[src/rtl/ppu_flags_gen.sv]
// PPU dot/scanline tracker that snoops $2000/$2001 writes and drives the packed
// ppuflags bus shared by all mapper blocks, plus frame parity and a vblank-start pulse.
module ppu_flags_gen #(
    parameter int unsigned LAST_LINE = 260,
    parameter bit          ODD_SKIP  = 1'b1
) (
    input  logic        clk,
    input  logic        reset,
    input  logic        ce,
    input  logic [15:0] cpu_ain,
    input  logic        cpu_write,
    input  logic [7:0]  cpu_din,
    output logic [19:0] ppuflags,
    output logic        frame_odd,
    output logic        vblank_start
);

    localparam logic [8:0] PRE_LINE    = 9'h1FF;
    localparam logic [8:0] LAST_SL     = 9'(LAST_LINE);
    localparam logic [8:0] LAST_DOT    = 9'd340;
    localparam logic [8:0] SKIP_DOT    = 9'd339;
    localparam logic [8:0] VBL_LINE    = 9'd241;
    localparam logic [8:0] FRAME_LINES = 9'd240;
    localparam bit         HAS_VBLANK  = (LAST_LINE >= 241);

    typedef struct packed {
        logic [8:0] cycle;
        logic [8:0] scanline;
        logic       sprite16;
        logic       render_en;
        logic       frame_odd;
        logic       in_frame;
        logic       vblank_start;
    } state_t;

    state_t state_q, state_d;
    logic   skip_line;
    logic   line_end;
    logic   reg_sel;

    // The skip decision looks at the registered render_en, so a $2001 write on dot 339 is too late.
    assign skip_line = ODD_SKIP && (state_q.scanline == PRE_LINE) && state_q.frame_odd
                       && state_q.render_en;
    assign line_end  = (state_q.cycle == LAST_DOT) || (skip_line && (state_q.cycle == SKIP_DOT));
    assign reg_sel   = cpu_write && (cpu_ain[15:13] == 3'b001);

    always_comb begin
        // NOTE: assigning the whole struct first guarantees no latch for any field.
        state_d              = state_q;
        state_d.vblank_start = 1'b0;

        if (ce) begin
            if (line_end) begin
                state_d.cycle = 9'd0;
                if (state_q.scanline == PRE_LINE) begin
                    state_d.scanline  = 9'd0;
                    state_d.frame_odd = ~state_q.frame_odd;
                end else if (state_q.scanline == LAST_SL) begin
                    state_d.scanline = PRE_LINE;
                end else begin
                    state_d.scanline = state_q.scanline + 9'd1;
                end
            end else begin
                state_d.cycle = state_q.cycle + 9'd1;
            end

            if (reg_sel && (cpu_ain[2:0] == 3'd0)) begin
                state_d.sprite16 = cpu_din[5];
            end
            if (reg_sel && (cpu_ain[2:0] == 3'd1)) begin
                state_d.render_en = cpu_din[3] | cpu_din[4];
            end

            state_d.vblank_start = HAS_VBLANK && (state_d.scanline == VBL_LINE)
                                   && (state_d.cycle == 9'd1);
        end

        // Pre-render (9'h1FF) compares as >= 240, so it is never in frame.
        state_d.in_frame = state_d.render_en && (state_d.scanline < FRAME_LINES);
    end

    always_ff @(posedge clk) begin
        // NOTE: sequential state uses non-blocking assignments only.
        if (!reset) begin
            state_q <= '0;
        end else begin
            state_q <= state_d;
        end
    end

    assign ppuflags     = {state_q.scanline, state_q.cycle, state_q.sprite16, state_q.in_frame};
    assign frame_odd    = state_q.frame_odd;
    assign vblank_start = state_q.vblank_start;

endmodule

[config.mk]
export PLATFORM = sky130hd
export DESIGN_NAME = ppu_flags_gen
export DESIGN_NICKNAME = d
export VERILOG_FILES = /design/src/rtl/ppu_flags_gen.sv
export SDC_FILE = /design/constraint.sdc
export NUM_CORES = 1
export LEC_CHECK = 0
export CORE_UTILIZATION = 46
export CTS_CLUSTER_SIZE = 28
export DETAILED_ROUTE_END_ITERATION = 8
export PLACE_DENSITY = 0.89
export SYNTH_ARGS = -nofsm -noshare
export SYNTH_HDL_FRONTEND = slang
export SYNTH_SLANG_ARGS = --single-unit
export TNS_END_PERCENT = 5
[constraint.sdc]
create_clock -name clk -period 3.4 [get_ports clk]
set_clock_uncertainty 0.1 [all_clocks]
set_input_delay 0.51 -clock clk [delete_from_list [all_inputs] [get_ports clk]]
set_output_delay 0.51 -clock clk [all_outputs]
set_load 0.03 [all_outputs]
==> results.toml <==
[outcome]
outcome = "complete, no violations"

[route]
first_iter_violations = 45
post_drt_wl_per_cell_um = 12.5
first_pass_iters = 4
drc = 0
vias = 1393
ant_nets = 0
vias_per_cell = 5.51
wl_um = 3170

[clocking]
cts.clk_slew.worst_paths_ns = 0.14
cts_hold_buf = 0
cts_made_buffers = 3
clkLatencyLatePin_ns = 0.33
htree_levels = 1
clockRootBuffer = "clkbuf_4"
ctsResizeCount = 0
cts_sinks = 23
clock_path_buffers = 2
cts_tree = "yes"
cts_setup_buffers = 0

[timing]
fmax_ghz = 0.373
drv_slew = 0
layout_min_cycle_time_ns = 2.68
setup_viol = 0
hold_viol = 0
tightest_slew_ns = 0.444
relSlewSlack_pct = 70.0
timing.final.ws_setup_ns = 0.718
holdWs_ns = 0.423
rsz0062_at_grt = "false"
period_share_pct = 78.9
fin_setup_tns_ns = 0

[floorplanning]
die_w_um = 60.2
initial_core_util_pct = 49.8
std_cell_rows = 20
dieArea_um2 = 3620
core_area_um2 = 3130
io_pins = 50
die_y_um = 60.2

[logic_synthesis]
synth-edff-count = 0
synth_compound_area_share_pct = 19.4
synth_top_flop_cell = "dfxtp_1"
ys_warn_count = 0
synthSimpleGateAreaFrac_pct = 28.3
syn_avg_cell_area_um2 = 8.02
synthTopCellsByArea = "dfxtp_1, buf_4, a21oi_1"
synth_seq_cells = 23
synth_fa_ha_area_share_pct = 4.02
synth_xor_area_share_pct = 2.25
synth_area_um2 = 1560
yosysTopAreaCellShare_pct = 29.6
synth_area_leader_cell = "dfxtp_1"
synthMuxAreaShare_pct = 1.29
ys_seq_area_share_pct = 29.6
synth_cells = 194
async_flop_share_pct = 0
syn_nets = 227
synth_top_family_by_area = "simple AND/OR/NAND/NOR gates"
synth.distinct_cells = 48

[pwr]
vdd_drop_max_mv = 0.144
powerDensity_nw_per_um2 = 253
power_uw = 456
p_leak_nw = 0.588

[finish]
drive_gt1_share_pct = 9.09
area_growth_pct = 15.8
finalInstanceArea_um2 = 1800
antenna_cells = 0
nets = 243
fill_cells = 288

[worst_setup_path]
startpoint_type = "flop"
path_cells = "ha_1, and3_2, nand3_1, nor2_1, ha_1, nand4_1, o21a_1, o21ai_1, or3b_2, a21oi_1"
cp_data_required_time_ns = 3.58
crit_type = "flop to flop"
r2r_slack_ns = 0.72
r2r-end = "ppuflags[4]$_SDFFE_PN0P_"
worstReg2RegStart = "ppuflags[11]$_SDFFE_PN0P_"
endpoint_kind = "flop"
crit_arrival_ns = 2.86
crit_fanout = 10
reg2regPathDepth = 10
critPathMaxStageDelay_ns = 0.47
slowest_stage = "or3b_2"
cp_common_cell = "ha_1"

[hold_path]
min_path_cells = 2
hold_path_class = "flop to flop"
worstHoldEndpoint = "ppuflags[1]$_SDFFE_PN0P_"
min_from = "ppuflags[1]$_SDFFE_PN0P_"

[place]
placed_area_um2 = 1770
finalWeightedCongestion = 0.866
pre_cts_slack_ns = 0.751
portBuffers = 34
dp_hpwl_um = 2340

[global_route]
antenna_found_initial = 0
grt_usage_pct = 19.4
grt_overflow_total = 0
grt_pass1_vias = 1194
grt_max_degree = 15
grt_pass1_wl_um = 5320

[run]
cap_viol_max_count = 0
## cell usage after synthesis, types with 2 or more instances
library cell / instances
and3_2: 2
dfxtp_1: 23
o21ai_1: 3
nor2_1: 18
o21ai_0: 7
nand4_1: 5
nand3_1: 8
o21a_1: 2
nand2_1: 14
mux2i_1: 2
inv_1: 7
buf_4: 22
and2_1: 6
o22a_1: 4
nor3_1: 5
a21oi_1: 17
ha_1: 5
a31oi_1: 4
buf_6: 2
a211oi_1: 4
xnor2_1: 3
nor4b_1: 2
or3_1: 3
and4_1: 2
## how the worst max path moves through the flow
stage                                           to  cells after the start                 startpoint  slack, ns
final                     ppuflags[4]$_SDFFE_PN0P_                     10  ppuflags[11]$_SDFFE_PN0P_       0.72
after global routing      ppuflags[4]$_SDFFE_PN0P_                     10  ppuflags[11]$_SDFFE_PN0P_       0.50
after CTS                 ppuflags[4]$_SDFFE_PN0P_                     10  ppuflags[11]$_SDFFE_PN0P_       0.71
after detailed placement  ppuflags[4]$_SDFFE_PN0P_                     10  ppuflags[11]$_SDFFE_PN0P_       0.75
after global placement    ppuflags[4]$_SDFFE_PN0P_                     10  ppuflags[11]$_SDFFE_PN0P_       0.77
after floorplan             ppuflags[0]$_SDFF_PN0_                     11  ppuflags[11]$_SDFFE_PN0P_       0.90
## report_power, final
| part | switching, mW | internal, mW | leakage, nW |
|---|---|---|---|
| clock network | 0.0899 | 0.0452 | 0.0139 |
| logic | 0.0209 | 0.0245 | 0.388 |
| registers | 0.00414 | 0.272 | 0.186 |
## worst max-delay path: cells and delay by family, from the launching register on
| family | cells | cell delay, ns |
|---|---|---|
| AO/OA/AOI/OAI | 3 | 0.66 |
| flip-flops | 1 | 0.40 |
| adder cells (fa/ha/maj) | 2 | 0.47 |
| AND/OR/NAND/NOR | 5 | 0.99 |
## per-layer routing
metal  GRT usage, %  share of wire [%]
met5              0                  0
met4           8.97                1.9
met3           1.95                4.5
met2           30.5                 45
met1           26.4                 49
## sequential cells by signal, indices dropped and copies added, names as in the netlist
signal / flops
ppuflags: 20
state_q: 1
frame_odd: 1
vblank_start: 1
## logic make-up after synthesis
kind of cell    after synthesis
compound gates               47
xor+xnor                      4
fa+ha+maj                     5
buf+inv                      34
flops                        23
mux                           2
simple gates                 79
## area by class of cell
class                           count  area (um^2)  share of cell area, %
Inverter                            7         26.3                   1.46
Clock inverter                      1         7.51                  0.417
Clock buffer                        3         22.5                   1.25
Sequential cell                    23          460                   25.6
Multi-Input combinational cell    137          860                   47.7
Timing Repair Buffer               38          370                   20.6
Tap cell                           44         55.1                   3.06
## per-stage QoR
stage               util (%)  instances
floorplan                  -        194
global placement        56.6        249
detailed placement      56.6        249
CTS                     57.6        253
global route            57.6        253
finish                  57.6        253
## layout by cell type (no fill, tap or decap), types with 4 or more instances in the layout
cell             instances
nand4_1                  5
nor3_1                   5
ha_1                     5
dfxtp_1                 23
a211oi_1                 4
clkdlybuf4s50_1         34
nor2_1                  18
and2_1                   6
a31oi_1                  4
buf_4                    4
inv_1                    7
o21ai_0                  7
nand3_1                  8
a21oi_1                 17
o22a_1                   4
nand2_1                 14
No activity file was read; power rests on OpenSTA's default activity.
